===== src/rtl/btn_debounce_array.sv =====
// Multi-channel push-button debouncer: per channel a 2-flop synchroniser,
// a press/release FSM with hold-time counter, one-cycle press/release
// pulses and a debounced level. Optional auto-repeat of press while held
// is enabled by defining BTN_DEBOUNCE_REPEAT_EN.
// Ports: clk, rst_n (async, active low), btn[CH] raw inputs,
// press[CH] / released[CH] one-cycle pulses, level[CH] debounced state,
// any_press = registered OR of press.
module btn_debounce_array #(
  parameter int CH            = 4,
  parameter int DELAY_TIME    = 1000000,
  parameter int ACTIVE_LOW    = 1,
  parameter int REPEAT_DELAY  = 25000000,
  parameter int REPEAT_PERIOD = 10000000,
  parameter int CNT_W         = 25
) (
  input  logic          clk,
  input  logic          rst_n,
  input  logic [CH-1:0] btn,
  output logic [CH-1:0] press,
  output logic [CH-1:0] released,
  output logic [CH-1:0] level,
  output logic          any_press
);

  typedef enum logic [1:0] {
    IDLE,
    DB_PRESS,
    HELD,
    DB_RELEASE
  } state_t;

  localparam longint CMAX = (64'd1 << CNT_W) - 64'd1;

  if (CH < 1 || CH > 32) begin : g_bad_ch
    $error("btn_debounce_array: CH out of range");
  end
  if (DELAY_TIME < 1 || longint'(DELAY_TIME - 1) > CMAX) begin : g_bad_dly
    $error("btn_debounce_array: DELAY_TIME does not fit CNT_W");
  end
  if (REPEAT_DELAY < 1 || longint'(REPEAT_DELAY - 1) > CMAX
      || REPEAT_PERIOD < 1
      || longint'(REPEAT_PERIOD - 1) > CMAX) begin : g_bad_rpt
    $error("btn_debounce_array: REPEAT_* does not fit CNT_W");
  end

  localparam logic [CNT_W-1:0] DLY_M1 = CNT_W'(DELAY_TIME - 1);
`ifdef BTN_DEBOUNCE_REPEAT_EN
  localparam logic [CNT_W-1:0] RD_M1  = CNT_W'(REPEAT_DELAY - 1);
  localparam logic [CNT_W-1:0] RP_M1  = CNT_W'(REPEAT_PERIOD - 1);
`endif

  // Synchroniser idles at the released level so reset never looks like
  // a press.
  localparam logic [CH-1:0] INACT =
    (ACTIVE_LOW != 0) ? {CH{1'b1}} : {CH{1'b0}};

  logic [CH-1:0] sync1;
  logic [CH-1:0] btn_s;
  logic [CH-1:0] press_d;

  always_ff @(posedge clk or negedge rst_n) begin
    if (!rst_n) begin
      sync1 <= INACT;
      btn_s <= INACT;
    end else begin
      sync1 <= btn;
      btn_s <= sync1;
    end
  end

  for (genvar i = 0; i < CH; i++) begin : g_ch
    state_t           st_q, st_d;
    logic [CNT_W-1:0] cnt_q, cnt_d;
    logic             pr_q, pr_d;
    logic             rl_q, rl_d;
    logic             lv_q, lv_d;
    logic             act;
`ifdef BTN_DEBOUNCE_REPEAT_EN
    // Set while waiting for the first repeat, cleared afterwards.
    logic             first_q, first_d;
`endif

    assign act = (ACTIVE_LOW != 0) ? ~btn_s[i] : btn_s[i];

    always_comb begin
      st_d  = st_q;
      cnt_d = cnt_q;
      pr_d  = 1'b0;
      rl_d  = 1'b0;
      lv_d  = lv_q;
`ifdef BTN_DEBOUNCE_REPEAT_EN
      first_d = first_q;
`endif
      unique case (st_q)
        IDLE: begin
          cnt_d = '0;
          if (act) st_d = DB_PRESS;
        end
        DB_PRESS: begin
          if (!act) begin
            st_d  = IDLE;
            cnt_d = '0;
          end else if (cnt_q == DLY_M1) begin
            st_d  = HELD;
            cnt_d = '0;
            pr_d  = 1'b1;
            lv_d  = 1'b1;
`ifdef BTN_DEBOUNCE_REPEAT_EN
            first_d = 1'b1;
`endif
          end else begin
            cnt_d = cnt_q + 1'b1;
          end
        end
        HELD: begin
          if (!act) begin
            st_d  = DB_RELEASE;
            cnt_d = '0;
          end else begin
`ifdef BTN_DEBOUNCE_REPEAT_EN
            if (cnt_q == (first_q ? RD_M1 : RP_M1)) begin
              cnt_d   = '0;
              pr_d    = 1'b1;
              first_d = 1'b0;
            end else begin
              cnt_d = cnt_q + 1'b1;
            end
`else
            cnt_d = '0;
`endif
          end
        end
        DB_RELEASE: begin
          if (act) begin
            // Bounce back to held: no new press, repeat timing restarts.
            st_d  = HELD;
            cnt_d = '0;
`ifdef BTN_DEBOUNCE_REPEAT_EN
            first_d = 1'b1;
`endif
          end else if (cnt_q == DLY_M1) begin
            st_d  = IDLE;
            cnt_d = '0;
            rl_d  = 1'b1;
            lv_d  = 1'b0;
          end else begin
            cnt_d = cnt_q + 1'b1;
          end
        end
        default: begin
          st_d  = IDLE;
          cnt_d = '0;
        end
      endcase
    end

    always_ff @(posedge clk or negedge rst_n) begin
      if (!rst_n) begin
        st_q  <= IDLE;
        cnt_q <= '0;
        pr_q  <= 1'b0;
        rl_q  <= 1'b0;
        lv_q  <= 1'b0;
`ifdef BTN_DEBOUNCE_REPEAT_EN
        first_q <= 1'b0;
`endif
      end else begin
        st_q  <= st_d;
        cnt_q <= cnt_d;
        pr_q  <= pr_d;
        rl_q  <= rl_d;
        lv_q  <= lv_d;
`ifdef BTN_DEBOUNCE_REPEAT_EN
        first_q <= first_d;
`endif
      end
    end

    assign press[i]    = pr_q;
    assign released[i] = rl_q;
    assign level[i]    = lv_q;
    assign press_d[i]  = pr_d;
  end

  // Built from next-state pulses so it lines up with press.
  always_ff @(posedge clk or negedge rst_n) begin
    if (!rst_n) any_press <= 1'b0;
    else        any_press <= |press_d;
  end

endmodule


===== config.mk =====
export PLATFORM = sky130hd
export DESIGN_NAME = btn_debounce_array
export DESIGN_NICKNAME = d
export VERILOG_FILES = /design/src/rtl/btn_debounce_array.sv
export SDC_FILE = /design/constraint.sdc
export NUM_CORES = 1
export LEC_CHECK = 0
export BUFFER_PORTS_ARGS = -buffer_cell sky130_fd_sc_hd__buf_2
export CAP_MARGIN = 5
export CORE_MARGIN = 10
export CORE_UTILIZATION = 50
export CTS_CLUSTER_DIAMETER = 100
export DETAILED_ROUTE_END_ITERATION = 8
export GPL_ROUTABILITY_DRIVEN = 0
export PLACE_DENSITY = 0.77
export SYNTH_ARGS = -nofsm -noshare
export SYNTH_HDL_FRONTEND = slang
export SYNTH_SLANG_ARGS = --single-unit

===== constraint.sdc =====
create_clock -name clk -period 5.8 [get_ports clk]
set_input_delay 0.29 -clock clk [delete_from_list [all_inputs] [get_ports clk]]
set_output_delay 0.29 -clock clk [all_outputs]
set_load 0.005 [all_outputs]

Yosys cells after proc, flatten, opt, wreduce, memory -nomap -nowiden
Cells that the tools add are included.

cells by class
  add/subtract/negate cells = 4
  equality and inequality tests = 48
  multiplexer cells = 84
  reduce and logical (&&, ||, !) cells = 21

operator list
  kind                     number
  $mux W25                 12
  $pmux W25 S3             4
  $add A25 B1 Y25 const B  4
  $eq A25 B20 Y1 const B   4
  $mux W2                  24
  $ne A2 B2 Y1 const B     24
  $mux W1                  36
  $pmux W2 S4              4
  $ne A3 B3 Y1 const B     8
  $reduce_and A5 Y1        4
  $eq A2 B2 Y1 const B     8
  $reduce_and A4 Y1        4
  $eq A2 B1 Y1 const B     4
  $logic_not A2 Y1         4
  $pmux W1 S2              4
  $reduce_bool A2 Y1       4
  $reduce_or A2 Y1         4
  $reduce_or A4 Y1         1

storage, ports and cells
  flip-flop bits (word level) = 129
  input bits = 6
  output and inout port bits = 13
  logic and storage cells = 180

Logic depth before layout (Yosys ltp)
  depth after elaboration = 5
  mapped depth = 7
  depth with buffers taken out = 5

Worst setup path after synthesis
No wires, ideal clock.

  path type = register -> register
  start = reg g_ch[3].cnt_q[0]
  end = reg g_ch[3].cnt_q[24]
  setup time = 79 ps
  data arrival time = 1,931 ps
  required time = 5,721 ps
  path slack = 3,790 ps
  stages on the path, launching flop included = 7
  buffers on the path = 1
  clock period less this slack = 2,010 ps
  cell sequence = dfrtp_1 ha_1 nand4_2 or4_1 buf_2 or4_1 a21oi_1

on the way
  cells in the longest elaborated chain, start to end = 4
  elaborated cells between the ends (all ways) = 6
  classes of those cells = add/sub: 1; eq/ne: 1; mux: 4

RTL lines
  what                                                      line      text
  from (decl)                                               73        logic [CNT_W-1:0] cnt_q, cnt_d;
  from (signal assigned)                                    169       cnt_q <= cnt_d;
  $add A25 B1 Y25 / $eq A25 B20 Y1 (equally long branches)  --
  $mux W25 *                                                103, 141
  $mux W25 (on tied branches)                               134, 100
  $pmux W25 S3 *                                            94        unique case (st_q)
  via g_ch[3].cnt_d[24]                                     73

Mark *: on every way through the listed nets, which the timed path passes. The rest lies on a longest branch.
A chain may end at the register's enable or synchronous reset.

Worst setup path after layout
  start = reg g_ch[3].cnt_q[0]
  end = reg g_ch[3].cnt_q[10]

Same word-level chain as after synthesis.

==> results by group <==
STA
  • Setup violators final: 0
  • Worst hold slack: 352 ps
  • Total negative slack: 0 ps
  • F_max: 400 MHz
  • Final hold violation count: 0
  • Unrepaired setup endpoints after global routing: no
  • Max Slew Vio Count: 0
  • Max_slew headroom: 39.4%
  • Final min period: 2500 ps
  • Final worst path period share: 43.1%
  • Worst-margin pin slew: 907 ps
  • Final worst setup slack: 3300 ps
  • Worst Skew: 5.23 ps

Worst hold path
  • Hold EP: btn_s[0]
  • Min-delay src: sync1[0]
  • Min-Delay Path Depth: 0
  • Hold WC Path Type: reg -> reg

GRT
  • Vias in the first global route: 4,550
  • First-pass GRT wire length: 21,700 um
  • Total GRT Usage: 14.7%
  • GRT Residual Overflow: 0
  • Largest net degree at the start of global routing: 67
  • Initial antenna violation count: 0

Power
  • Pint: 1.62 mW
  • Leakage: 2.80 nW
  • VDD IR max: 0.227 mV
  • Switching pwr: 0.409 mW
  • Final Power: 2.03 mW
  • Sequential share of power: 45.2%
  • Pwr/cell area: 289 mW/mm^2
  • Net Sw Frac: 20.1%
  • Comb pwr share: 2.1%
  • Clock Power Share: 52.7%

Floorplanning
  • Row count: 40
  • I/O pins: 19
  • Core Area: 0.0121 mm^2
  • Initial Utilization: 51.5%
  • Die height: 132 um
  • Chip width: 132 um
  • Die area: 0.0173 mm^2

Logic synthesis
  • Area fraction in compound gates after synthesis: 9.83%
  • Share of the synthesized area in the top cell type: 48.5%
  • Synth Area in Adders: 0.802%
  • Prevailing post-synth register cell: dfrtp_1
  • Mapped Cells: 623
  • XOR/XNOR Fraction of Synth Area: 7.86%
  • Fraction of the mapped netlist area in simple logic gates: 25.2%
  • Yosys warns: 0
  • Syn avg cell area: 10.0 um^2
  • FF+latch count, synth: 129
  • Ys async rst share: 100%
  • Post-synthesis mux area share: 0.321%
  • EDFF count, synth: 0
  • Synth cell types: 40
  • Post-synth top area cell: dfrtp_1
  • Mapped Nets: 633
  • Combinational family with the most area after synthesis: simple AND/OR/NAND/NOR gates
  • Sequential fraction of the synthesis area: 51.9%
  • Area contributors post-synth: dfrtp_1 (49%), xor2_1 (4.4%), nor2_1 (4.1%)
  • Mapped Area: 0.00624 mm^2

Layout
  • Util after Layout: 58.0%
  • Fillers: 1,016
  • Layout cells sized above 1: 10.3%
  • Area of the multi-input gates: 0.00275 mm^2
  • Fin area: 0.00703 mm^2
  • Area grow syn2layout: 12.7%
  • Post-Layout Cell Count: 816
  • ANT cells: 0
  • Nets@finish: 645
  • Register Area: 0.00324 mm^2

Clock tree
  • Post CTS Setup Buffer Count: 0
  • Clk Latency, worst-skew pair: 410 ps
  • CTS max path bufs: 2
  • CTS Hold Bufs: 5
  • Clk sinks: 129
  • Post-CTS sizing: 0
  • Root Buffer Master: clkbuf_16
  • Total CTS buffers: 17
  • CTS tree: yes
  • Clk pin slew, worst setup/hold paths: 50 ps
  • H-tree depth: 4

Worst setup path
  • Slowest stage delay, CP: 840 ps
  • Reg2Reg Depth: 6
  • Reg-to-Reg End: g_ch[3].cnt_q[10]
  • Worst Path Arrival: 2800 ps
  • Worst R2R Start: g_ch[3].cnt_q[0]
  • Critical path's top delay family: compound AO/OA/AOI/OAI gates
  • Data required, critical path: 6100 ps
  • Worst-path cell chain: ha_1, and4_2, nand2_1, o311ai_2, buf_4, nor2_1
  • CP bufs+invs: 1
  • R2R Setup Slk: 3300 ps
  • Critical-path top delay cell: o311ai_2
  • Worst Setup End Kind: flip-flop
  • CP startpoint kind: flip-flop
  • Critical Setup Path Class: reg -> reg
  • Crit-path max FO: 13

Place
  • Placed cells: 779
  • IO Port Bufs: 18
  • Detailed placer's ending HPWL: 7990 um
  • Setup WS pre-CTS: 3360 ps
  • Post-DP Area: 0.00638 mm^2

Detailed routing
  • Via density: 5.84
  • DRC Markers: 0
  • Via count: 4,768
  • Drt initial violations: 492
  • First drt pass iteration count: 5
  • DRT Wirelength: 12,600 um
  • Routed WL per cell: 15.5 um
  • ANT nets after route: 0

Run status
  • Status: finished, final reports clean

Run
  • MaxCap Viol Count: 0
sequential cells by signal (all words and copies together), names as in the netlist, named ones only:
signal	flops
any_press	1
btn_s	4
g_ch.cnt_q	100
g_ch.lv_q	4
g_ch.pr_q	4
g_ch.rl_q	4
g_ch.st_q	4
sync1	4
metal layers:
layer  vias to the layer above  GRT usage [%]  wire length [um]
met2                       101           23.4              6260
met5                         -              0                 0
met1                      2364           18.7              5690
li1                       2285              -                 -
met3                        18           4.31               517
met4                         0           4.94               171
cell usage after synthesis (2+ instances only):
library cell  number
or4_1             23
buf_1              2
dfrtp_1          121
buf_4             12
or3_1             24
dfstp_2            8
mux2i_1            2
buf_2             11
o31ai_1           24
nor2_1            68
xor2_1            31
nor3_1            10
xnor2_1           25
nand3_1           35
clkbuf_1           9
nor4b_1            9
nand2_1           32
a21oi_1           40
a21boi_0           3
and4_1            15
nand4_2            2
o311ai_2           3
nor2b_1            3
nand4_1           32
nor4_1            13
and2_1             3
ha_1               4
inv_1             18
a211o_1            3
o21ai_0           22
and3_1             7
worst max-delay path by stage:
stage,from,cells after the start,slack [ps],endpoint
floorplan,g_ch[3].cnt_q[0],6,3790,g_ch[3].cnt_q[24]
global route,g_ch[3].cnt_q[0],6,3150,g_ch[3].cnt_q[4]
detailed placement,g_ch[3].cnt_q[0],6,3360,g_ch[3].cnt_q[8]
global placement,g_ch[3].cnt_q[0],6,3460,g_ch[3].cnt_q[3]
CTS,g_ch[3].cnt_q[0],6,3290,g_ch[3].cnt_q[8]
finish,g_ch[3].cnt_q[0],6,3300,g_ch[3].cnt_q[10]
logic make-up (layout without fill, tap and decap cells):
| kind of cell | after synthesis | count (layout) |
|---|---|---|
| AOI/OAI and AO/OA | 98 | 98 |
| xor gates and xnor gates | 56 | 56 |
| adders and majority gates | 4 | 4 |
| buffers and inverters | 52 | 77 |
| DFF | 129 | 129 |
| muxes | 2 | 2 |
| and+or+nand+nor | 282 | 282 |
placed cells by master (no fill, tap or decap), types with 5 or more instances in the layout:
cell / instances
and3_1: 7
buf_2: 17
or3_1: 24
o31ai_1: 24
nand4_1: 32
or4_1: 23
dlygate4sd3_1: 5
inv_1: 18
nor4_1: 13
nand2_1: 32
nand3_1: 35
dfrtp_1: 121
clkbuf_8: 6
o21ai_0: 22
clkbuf_16: 17
buf_4: 5
nor3_1: 10
nor2_1: 68
xnor2_1: 25
a21oi_1: 40
nor4b_1: 9
dfstp_2: 8
xor2_1: 31
and4_1: 15
clkbuf_1: 5
power groups by stage:
stage                     sequential [mW]  combinational [mW]  clock [mW]
after floorplan                     0.931              0.0176           0
after global placement              0.932              0.0410           0
after detailed placement            0.932              0.0422           0
after CTS                           0.917              0.0448        1.08
after global routing                0.918              0.0502        1.13
final                               0.917              0.0431        1.07
cell type report:
cell class	instances	share of cell area [%]
clock inverters	4	0.997
clock buffers	28	7.49
flip-flops and latches	129	46.1
repair buffers	27	2.46
inverters	18	0.961
well taps	168	2.99
multi-input cells	442	39.0
worst reg2reg max path: stages (launching register included):
cell      delay (ps)
dfrtp_1          440
ha_1             290
and4_2           300
nand2_1          130
o311ai_2         840
buf_4            330
nor2_1            70
Note: power is estimated with default switching activity, not from simulation.
